==> config.mk <==
export PLATFORM = sky130hd
export DESIGN_NAME = alu_op_driver
export DESIGN_NICKNAME = d
export VERILOG_FILES = /design/src/rtl/alu_op_driver.sv
export SDC_FILE = /design/constraint.sdc
export NUM_CORES = 1
export LEC_CHECK = 0
export CAP_MARGIN = 20
export CORE_MARGIN = 2
export CORE_UTILIZATION = 40
export DETAILED_ROUTE_END_ITERATION = 8
export GPL_TIMING_DRIVEN = 1
export PLACE_DENSITY = 0.74
export SLEW_MARGIN = 20
export SYNTH_ARGS = -nofsm -noshare
export SYNTH_HDL_FRONTEND = slang
export SYNTH_SLANG_ARGS = --single-unit
==> constraint.sdc <==
create_clock -name clk -period 1.84 [get_ports clk]
set_input_delay 0.184 -clock clk [delete_from_list [all_inputs] [get_ports clk]]
set_output_delay 0.184 -clock clk [all_outputs]
set_load 0.01 [all_outputs]
==> src/rtl/alu_op_driver.sv <==
// alu_op_driver: initiator side of a registered ALU.
// A command (A, B, opcode) comes in over a valid/ready port and is registered
// onto the ALU operand and opcode inputs. After a fixed wait the driver captures
// the ALU result and flags and returns them over a valid/ready response port.
// Opcodes the ALU does not implement get an immediate error response.
// A counter tracks how many responses have been handed off.
module alu_op_driver #(
    parameter int NUMBITS     = 8,
    parameter int ALU_LATENCY = 1,
    parameter int CNTBITS     = 16
) (
    input  logic               clk,
    input  logic               reset,
    input  logic               cmd_valid,
    output logic               cmd_ready,
    input  logic [NUMBITS-1:0] cmd_a,
    input  logic [NUMBITS-1:0] cmd_b,
    input  logic [2:0]         cmd_op,
    output logic [NUMBITS-1:0] alu_a,
    output logic [NUMBITS-1:0] alu_b,
    output logic [2:0]         alu_opcode,
    input  logic [NUMBITS-1:0] alu_result,
    input  logic               alu_carryout,
    input  logic               alu_overflow,
    input  logic               alu_zero,
    output logic               rsp_valid,
    input  logic               rsp_ready,
    output logic [NUMBITS-1:0] rsp_result,
    output logic               rsp_carryout,
    output logic               rsp_overflow,
    output logic               rsp_zero,
    output logic               rsp_err,
    output logic [CNTBITS-1:0] op_count
);

    // The wait counter must be able to hold ALU_LATENCY itself.
    localparam int WAITBITS = $clog2(ALU_LATENCY + 1) + 1;
    localparam logic [WAITBITS-1:0] WAIT_LAST = WAITBITS'(ALU_LATENCY);
    localparam logic [WAITBITS-1:0] WAIT_ONE  = WAITBITS'(1);
    localparam logic [CNTBITS-1:0]  CNT_ONE   = CNTBITS'(1);

    typedef enum logic [1:0] {
        ST_IDLE = 2'd0,
        ST_WAIT = 2'd1,
        ST_RESP = 2'd2
    } state_t;

    state_t              state;
    state_t              state_next;
    logic [WAITBITS-1:0] wait_cnt;
    logic                cmd_fire;
    logic                cmd_supported;
    logic                rsp_fire;
    logic                capture;

    // Opcodes implemented by the ALU: unsigned add, signed add, subtract, AND.
    function automatic logic op_supported(input logic [2:0] op);
        logic ok;
        ok = 1'b0;
        case (op)
            3'b000:  ok = 1'b1;
            3'b001:  ok = 1'b1;
            3'b010:  ok = 1'b1;
            3'b100:  ok = 1'b1;
            default: ok = 1'b0;
        endcase
        return ok;
    endfunction

    // Ready only in IDLE, and never while reset is held low.
    assign cmd_ready     = (state == ST_IDLE) & reset;
    assign cmd_fire      = cmd_valid & cmd_ready;
    assign cmd_supported = op_supported(cmd_op);
    assign rsp_fire      = rsp_valid & rsp_ready;

    // The last WAIT cycle: one extra cycle beyond ALU_LATENCY so the ALU has
    // sampled the new operands before its result is trusted.
    assign capture = (state == ST_WAIT) && (wait_cnt == WAIT_LAST);

    // State register.
    always_ff @(posedge clk or negedge reset) begin
        if (!reset) begin
            state <= ST_IDLE;
        end else begin
            state <= state_next;
        end
    end

    // Next-state logic: one command in flight at a time.
    always_comb begin
        state_next = state;
        case (state)
            ST_IDLE: begin
                if (cmd_fire) begin
                    if (cmd_supported) begin
                        state_next = ST_WAIT;
                    end else begin
                        state_next = ST_RESP;
                    end
                end
            end
            ST_WAIT: begin
                if (capture) begin
                    state_next = ST_RESP;
                end
            end
            ST_RESP: begin
                if (rsp_fire) begin
                    state_next = ST_IDLE;
                end
            end
            default: state_next = ST_IDLE;
        endcase
    end

    // Wait counter: cleared on accept, counts each cycle spent in WAIT.
    always_ff @(posedge clk or negedge reset) begin
        if (!reset) begin
            wait_cnt <= '0;
        end else if (cmd_fire) begin
            wait_cnt <= '0;
        end else if (state == ST_WAIT) begin
            wait_cnt <= wait_cnt + WAIT_ONE;
        end
    end

    // ALU operand/opcode registers: loaded only by a supported command and
    // held steady through WAIT and RESP.
    always_ff @(posedge clk or negedge reset) begin
        if (!reset) begin
            alu_a      <= '0;
            alu_b      <= '0;
            alu_opcode <= '0;
        end else if (cmd_fire && cmd_supported) begin
            alu_a      <= cmd_a;
            alu_b      <= cmd_b;
            alu_opcode <= cmd_op;
        end
    end

    // Response payload: loaded on the error edge or the capture edge only;
    // flags are passed through exactly as the ALU produced them.
    always_ff @(posedge clk or negedge reset) begin
        if (!reset) begin
            rsp_result   <= '0;
            rsp_carryout <= 1'b0;
            rsp_overflow <= 1'b0;
            rsp_zero     <= 1'b0;
            rsp_err      <= 1'b0;
        end else if (cmd_fire && !cmd_supported) begin
            rsp_result   <= '0;
            rsp_carryout <= 1'b0;
            rsp_overflow <= 1'b0;
            rsp_zero     <= 1'b0;
            rsp_err      <= 1'b1;
        end else if (capture) begin
            rsp_result   <= alu_result;
            rsp_carryout <= alu_carryout;
            rsp_overflow <= alu_overflow;
            rsp_zero     <= alu_zero;
            rsp_err      <= 1'b0;
        end
    end

    // Response valid: raised when a payload is loaded, dropped on handoff.
    always_ff @(posedge clk or negedge reset) begin
        if (!reset) begin
            rsp_valid <= 1'b0;
        end else if ((cmd_fire && !cmd_supported) || capture) begin
            rsp_valid <= 1'b1;
        end else if (rsp_fire) begin
            rsp_valid <= 1'b0;
        end
    end

    // Completed-response counter; wraps naturally at 2^CNTBITS.
    always_ff @(posedge clk or negedge reset) begin
        if (!reset) begin
            op_count <= '0;
        end else if (rsp_fire) begin
            op_count <= op_count + CNT_ONE;
        end
    end

endmodule
==> impl_metrics.json, run 1 <==
{
  "post_synthesis_instance_area_mm2": 0.00221,
  "path_max_fanout": 4,
  "ant_nets": 0,
  "critical_path_class": "reg2out",
  "post_cts.repair.setup_buffers": 0,
  "synth_warnings": 0,
  "synth_enable_flop_cells": 0,
  "h_tree_levels": 2,
  "async_reset_ff_frac": 1.00,
  "route.detailed.wl_per_inst_um": 13.0,
  "finish.cell_count_without_fillers": 342,
  "synth_cell_type_count": 29,
  "via_count": 1590,
  "grt_max_degree": 53,
  "cell_with_the_largest_stage_delay_on_the_worst_path": "sky130_fd_sc_hd__clkdlybuf4s50_1",
  "most_used_flip_flop_cell_after_synthesis": "sky130_fd_sc_hd__dfrtp_1",
  "end_kind": "output pin",
  "cpLargestDelayFamily": "buffers and inverters",
  "cts-resized-gates": 0,
  "post-synth-top-count-cell": "sky130_fd_sc_hd__dfrtp_1",
  "ir_drop_uv": 869,
  "slew_violations": 0,
  "worst_rel_slew_slack": 0.567,
  "clock_latency_ns": 0.30,
  "post_synth_inst_count": 181,
  "clock-skew-final_ns": 0.0121,
  "synth.top_cells.by_area": "sky130_fd_sc_hd__dfrtp_1 59%, sky130_fd_sc_hd__mux2_4 6.1%, sky130_fd_sc_hd__nand2_1 5.8%",
  "cts.sinks": 52,
  "setup_viol": 0,
  "routed_wirelength_um": 4460,
  "worst_slew_pin_slew_ns": 0.650,
  "share_of_layout_cells_above_drive_strength_1": 0.133,
  "yosysSeqAreaShare": 0.589,
  "rows": 27,
  "reg2reg_setup_slack_ns": 0.12,
  "route.detailed.vias_per_inst": 4.65,
  "timing.setup.tns_ns": 0,
  "power_density_mw_per_mm2": 1290,
  "synth_top_cells_by_count": "52 x sky130_fd_sc_hd__dfrtp_1, 34 x sky130_fd_sc_hd__nand2_1, 12 x sky130_fd_sc_hd__a21oi_1, 12 x sky130_fd_sc_hd__xnor2_1, 10 x sky130_fd_sc_hd__mux2_2",
  "layout_area_overhead_pct": 44.0,
  "fp.dieH_um": 78.3,
  "floorplan.die.width_um": 78.3,
  "number_of_drc_violations_after_detailed_routing": 0,
  "worst_path_largest_cell_delay_ns": 0.57,
  "internal_power_contribution_mw": 2.89,
  "detail_placement_hpwl_um": 3150,
  "diodes": 0,
  "firstDrtPassIters": 4,
  "worstPathBufferInverterCount": 1,
  "cts_tree": "yes",
  "fp.coreArea_mm2": 0.00541,
  "gp_routability_congestion": 0.756,
  "cp_data_required_time_ns": 1.66,
  "cts-root-to-sink-buffers": 2,
  "fmaxAchievable_ghz": 0.578,
  "rsz_0062_raised_after_global_routing": "false",
  "total_switching_power_mw": 1.21,
  "final-hold-violation-count": 0,
  "cp-start-kind": "flip-flop",
  "cts_inserted_buffers": 5,
  "setup.worst_path.end": "cmd_ready",
  "worst_hold_slack_ns": 0.00279,
  "drv.max_cap_violation_count": 0,
  "pwr-share-clk": 0.163,
  "grt_usage": 0.150,
  "start_util": 0.409,
  "netSwitchingFraction": 0.296,
  "worst_ep_arrival_time_ns": 1.55,
  "cts.reportedPaths.clkPinSlew_ns": 0.09,
  "io_pins": 83,
  "antenna_violations_before_repair": 0,
  "final_net_count": 305,
  "cts_hold_buf": 0,
  "violation_count_after_the_first_detailed_routing_iteration": 50,
  "finalWorstPathRequiredPeriod_ns": 1.73,
  "gate_power_share": 0.405,
  "portBuffers": 82,
  "hold_path_class": "in2async",
  "worstSetupStartpoint": "state[1]$_DFFE_PN0P_",
  "run_status": "complete, no violations",
  "placed_cells": 334,
  "sequentialPowerShare": 0.432,
  "synthesis.nets": 217,
  "leakagePower_nw": 1.36,
  "fin_crit_sh": 0.940,
  "synth.largest_area_cell": "sky130_fd_sc_hd__dfrtp_1",
  "r2r.worst_path.cells": 4,
  "clockRootBuffer": "sky130_fd_sc_hd__clkbuf_8",
  "grt_pass1_wl_um": 7220,
  "worst-path-stages": 2,
  "global_route.overflow_total": 0,
  "synth_area_per_cell_um2": 12.2,
  "synth.ff_latch_count": 52,
  "critical_path.reg2reg.startpoint": "state[1]$_DFFE_PN0P_",
  "synth.top_cell.area_share": 0.589,
  "grt_pass1_vias": 1590,
  "dieArea_mm2": 0.00614,
  "cp_cell_sequence": "nor3b_2, clkdlybuf4s50_1",
  "regToRegEndpoint": "alu_b[3]$_DFFE_PN0P_"
}
-- metal layers --
metal | global-route usage | routed length (um) | part of all wire | vias up
li1 | - | - | - | 785
met1 | 0.200 | 2180 | 0.49 | 737
met2 | 0.235 | 1930 | 0.43 | 61
met3 | 0.0460 | 292 | 0.066 | 7
met4 | 0.0474 | 57 | 0.013 | 0
met5 | 0 | 0 | 0 | -
-- cell type report --
type	instances	area [um^2]
clock buffer	7	86.3
clock inverter	1	7.51
fill	464	2220
inverter	5	18.8
multi-input combinational	119	835
sequential	52	1300
tap	72	90.1
timing repair buffer	86	846
-- metrics by stage --
| stage | instance area [um^2] | worst slack [ns] | utilization | power, mW |
|---|---|---|---|---|
| after floorplan | 2210 | 0.169 | - | 2.56 |
| after global placement | 3090 | 0.0720 | 0.572 | 3.44 |
| after detailed placement | 3090 | 0.00572 | 0.572 | 3.47 |
| after CTS | 3180 | 0.0680 | 0.589 | 4.18 |
| after global routing | 3180 | 0.00161 | 0.589 | 4.37 |
| final | 3180 | 0.110 | 0.589 | 4.10 |
-- flip-flops by register name, indices dropped and copies added (netlist names) --
name	flops
rsp_result	8
state	2
op_count	16
rsp_carryout	1
rsp_valid	1
alu_a	8
rsp_zero	1
alu_b	8
alu_opcode	3
wait_cnt	2
rsp_overflow	1
rsp_err	1
-- worst min path at each step --
stage                      from                        to  cells after the start
after floorplan           reset      alu_a[0]$_DFFE_PN0P_                      0
after global placement    reset  op_count[14]$_DFFE_PN0N_                      2
after detailed placement  reset  op_count[15]$_DFFE_PN0N_                      2
after CTS                 reset      alu_a[1]$_DFFE_PN0P_                      2
after global routing      reset   op_count[2]$_DFFE_PN0N_                      2
final                     reset  op_count[12]$_DFFE_PN0N_                      2
-- power groups by stage --
stage	Clock (mW)	Combinational [mW]	Sequential (mW)
6_report	0.668	1.66	1.77
5_1_grt	0.744	1.80	1.83
4_1_cts	0.708	1.69	1.78
3_5_place_dp	0	1.68	1.79
3_3_place_gp	0	1.64	1.80
2_1_floorplan	0	0.619	1.94
-- logic make-up after synthesis --
| group | Yosys count | synth area share |
|---|---|---|
| and+or+nand+nor | 62 | 0.131 |
| DFF | 52 | 0.589 |
| AOI/OAI and AO/OA | 20 | 0.0600 |
| muxes | 19 | 0.112 |
| xor gates and xnor gates | 16 | 0.0634 |
| buffers and inverters | 10 | 0.0340 |
| adders and majority gates | 2 | 0.0113 |
-- cell usage in the layout, fill, tap and decap left out --
master | synthesis | final
sky130_fd_sc_hd__clkbuf_8 | 0 | 6
sky130_fd_sc_hd__or2_2 | 1 | 1
sky130_fd_sc_hd__and3_1 | 1 | 1
sky130_fd_sc_hd__nor3_1 | 3 | 3
sky130_fd_sc_hd__mux2_2 | 10 | 10
sky130_fd_sc_hd__a311o_1 | 1 | 1
sky130_fd_sc_hd__a211o_1 | 1 | 1
sky130_fd_sc_hd__clkinvlp_4 | 0 | 1
sky130_fd_sc_hd__mux2_4 | 9 | 9
sky130_fd_sc_hd__o21a_4 | 1 | 1
sky130_fd_sc_hd__clkbuf_1 | 1 | 1
sky130_fd_sc_hd__clkdlybuf4s50_1 | 0 | 81
sky130_fd_sc_hd__buf_4 | 1 | 4
sky130_fd_sc_hd__xnor2_1 | 12 | 12
sky130_fd_sc_hd__nor2_1 | 8 | 8
sky130_fd_sc_hd__nand4_1 | 5 | 5
sky130_fd_sc_hd__and2_1 | 2 | 2
sky130_fd_sc_hd__dfrtp_1 | 52 | 52
sky130_fd_sc_hd__a21oi_1 | 12 | 12
sky130_fd_sc_hd__a22o_1 | 1 | 1
sky130_fd_sc_hd__nor2b_1 | 1 | 1
sky130_fd_sc_hd__inv_1 | 5 | 5
sky130_fd_sc_hd__buf_2 | 1 | 1
sky130_fd_sc_hd__and2_4 | 1 | 1
sky130_fd_sc_hd__xor2_1 | 4 | 4
sky130_fd_sc_hd__ha_1 | 2 | 2
sky130_fd_sc_hd__nand3_1 | 4 | 4
sky130_fd_sc_hd__nand2_1 | 34 | 34
sky130_fd_sc_hd__a211oi_1 | 1 | 1
sky130_fd_sc_hd__a21o_1 | 3 | 3
sky130_fd_sc_hd__nor3b_2 | 2 | 2
Note: power is estimated with default switching activity, not from simulation.
==> run 2, diff against run 1 <==
--- a/config.mk
+++ b/config.mk
@@ -11,6 +11,7 @@
 export DETAILED_ROUTE_END_ITERATION = 8
 export GPL_TIMING_DRIVEN = 1
 export PLACE_DENSITY = 0.74
+export SETUP_SLACK_MARGIN = 0.02
 export SLEW_MARGIN = 20
 export SYNTH_ARGS = -nofsm -noshare
 export SYNTH_HDL_FRONTEND = slang
==> constraint.sdc (replaced) <==
create_clock -name clk -period 1.6 [get_ports clk]
set_input_delay 0.16 -clock clk [delete_from_list [all_inputs] [get_ports clk]]
set_output_delay 0.16 -clock clk [all_outputs]
set_load 0.01 [all_outputs]
==> impl_metrics.json, run 2 (same netlist as run 1, synthesis figures left out) <==
{
  "run_status": "finished with violations",
  "failed_checks": "hold timing",
  "largest_register_ffs": 16,
  "worst_slew_pin_slew_ns": 0.644,
  "detail_placement_hpwl_um": 3470,
  "cp_data_required_time_ns": 1.79,
  "via_count": 1676,
  "cp-start-kind": "flip-flop",
  "drv.max_cap_violation_count": 0,
  "violation_count_after_the_first_detailed_routing_iteration": 65,
  "setup.worst_path.end": "alu_a[2]$_DFFE_PN0P_",
  "cts_inserted_buffers": 5,
  "hold_path_class": "in2async",
  "setup_viol": 0,
  "number_of_drc_violations_after_detailed_routing": 0,
  "num-fill-cells": 450,
  "fp.dieH_um": 78.3,
  "worst_hold_slack_ns": -0.00672,
  "ant_nets": 0,
  "worstSetupStartpoint": "state[0]$_DFFE_PN0P_",
  "final_net_count": 317,
  "slew_violations": 0,
  "finalPower_mw": 5.00,
  "route.detailed.vias_per_inst": 4.73,
  "layout_commonest_cell": "sky130_fd_sc_hd__clkdlybuf4s50_1",
  "fmaxAchievable_ghz": 0.633,
  "rows": 27,
  "fp.coreArea_mm2": 0.00541,
  "netSwitchingFraction": 0.287,
  "multi_input_comb_area_um2": 876,
  "critical_path.reg2reg.startpoint": "state[0]$_DFFE_PN0P_",
  "grt_max_degree": 53,
  "diodes": 0,
  "critical_path_class": "reg2reg",
  "finalWorstPathRequiredPeriod_ns": 1.58,
  "sequentialPowerShare": 0.407,
  "clockRootBuffer": "sky130_fd_sc_hd__clkbuf_8",
  "r2r.worst_path.cells": 5,
  "final_core_utilization": 0.622,
  "reg2reg_setup_slack_ns": 0.02,
  "rsz_0062_raised_after_global_routing": "true",
  "grt_usage": 0.159,
  "cts_hold_buf": 0,
  "global_route.overflow_total": 0,
  "route.detailed.wl_per_inst_um": 13.4,
  "worst_slack_ns": 0.0192,
  "commonest_non_fill_non_tap_cells_in_the_layout": "79 x sky130_fd_sc_hd__clkdlybuf4s50_1, 52 x sky130_fd_sc_hd__dfrtp_1, 34 x sky130_fd_sc_hd__nand2_1",
  "clock_latency_ns": 0.29,
  "cts.reportedPaths.clkPinSlew_ns": 0.09,
  "clock-skew-final_ns": 0.00516,
  "grt_pass1_wl_um": 7870,
  "share_of_layout_cells_above_drive_strength_1": 0.174,
  "path_max_fanout": 9,
  "start_util": 0.409,
  "total_switching_power_mw": 1.43,
  "ir_drop_uv": 855,
  "top_register": "op_count",
  "grt_pass1_vias": 1758,
  "cts.sinks": 52,
  "firstDrtPassIters": 4,
  "timing.setup.tns_ns": 0,
  "worst_ep_arrival_time_ns": 1.77,
  "floorplan.die.width_um": 78.3,
  "layout_area_overhead_pct": 52.0,
  "cts-root-to-sink-buffers": 2,
  "fin_crit_sh": 0.988,
  "final-hold-violation-count": 14,
  "power_density_mw_per_mm2": 1490,
  "cts_tree": "yes",
  "internal_power_contribution_mw": 3.57,
  "portBuffers": 82,
  "gate_power_share": 0.420,
  "antenna_violations_before_repair": 0,
  "seqCellArea_mm2": 0.00130,
  "leakagePower_nw": 1.48,
  "regToRegEndpoint": "alu_a[2]$_DFFE_PN0P_",
  "dieArea_mm2": 0.00614,
  "worst_rel_slew_slack": 0.571,
  "end_kind": "flip-flop",
  "pwr-share-clk": 0.173,
  "place_ws_ns": -0.0765,
  "routed_wirelength_um": 4750,
  "gp_routability_congestion": 0.748,
  "io_pins": 83,
  "h_tree_levels": 2
}
[run 2: cell count changes in the layout (fill, tap and decap cells not counted), sizes merged]
cell	before	now
buf	5	17
bufinv	0	1
clkbuf	7	6
clkdlybuf4s15	0	1
clkdlybuf4s50	81	79
clkinv	0	1
clkinvlp	1	0
dlymetal6s2s	0	1
[run 2: worst min-delay path by stage]
stage	from	endpoint	cells after the start
2_1_floorplan	reset	alu_a[0]$_DFFE_PN0P_	0
3_3_place_gp	reset	op_count[13]$_DFFE_PN0N_	2
3_5_place_dp	reset	rsp_err$_DFFE_PN0P_	2
4_1_cts	reset	op_count[7]$_DFFE_PN0N_	2
5_1_grt	reset	op_count[11]$_DFFE_PN0N_	2
6_report	reset	op_count[14]$_DFFE_PN0N_	2
[run 2: power by group through the flow]
stage | Clock, mW | Combinational [mW] | Sequential (mW)
after CTS | 0.908 | 2.05 | 2.04
final | 0.867 | 2.10 | 2.04
after floorplan | 0 | 0.712 | 2.23
after global routing | 0.950 | 2.26 | 2.10
after detailed placement | 0 | 2.04 | 2.06
after global placement | 0 | 1.98 | 2.05
[run 2: what timing repair did]
item                                    in CTS  in global routing
buffers inserted                             1                  0
gates resized for setup                      1                 13
endpoints found under the setup margin      18                 30
pin swaps                                    1                  2
[run 2: cell type report]
type,instances,area share
inverters,5,0.00558
well taps,72,0.0268
repair buffers,98,0.288
clock inverters,2,0.0104
clock buffers,6,0.0216
flip-flops and latches,52,0.387
multi-input cells,119,0.261
[run 2: critical path: stages, from the launching register on]
cell,delay [ns]
sky130_fd_sc_hd__dfrtp_1,0.41
sky130_fd_sc_hd__nor3b_2,0.25
sky130_fd_sc_hd__and2_4,0.20
sky130_fd_sc_hd__o21a_4,0.17
sky130_fd_sc_hd__buf_12,0.15
sky130_fd_sc_hd__mux2_4,0.30
[run 2: layer usage]
layer	part of all wire	wire length [um]	global-route usage
met2	0.47	2240	0.278
met5	0	0	0
met1	0.46	2160	0.198
met3	0.065	310	0.0425
met4	0.0065	31	0.0368
[run 2: through the flow]
step | cells | cell area (um^2)
after floorplan | 181 | 2210
after global placement | 345 | 3200
after detailed placement | 345 | 3200
after CTS | 354 | 3310
after global routing | 354 | 3360
final | 354 | 3360
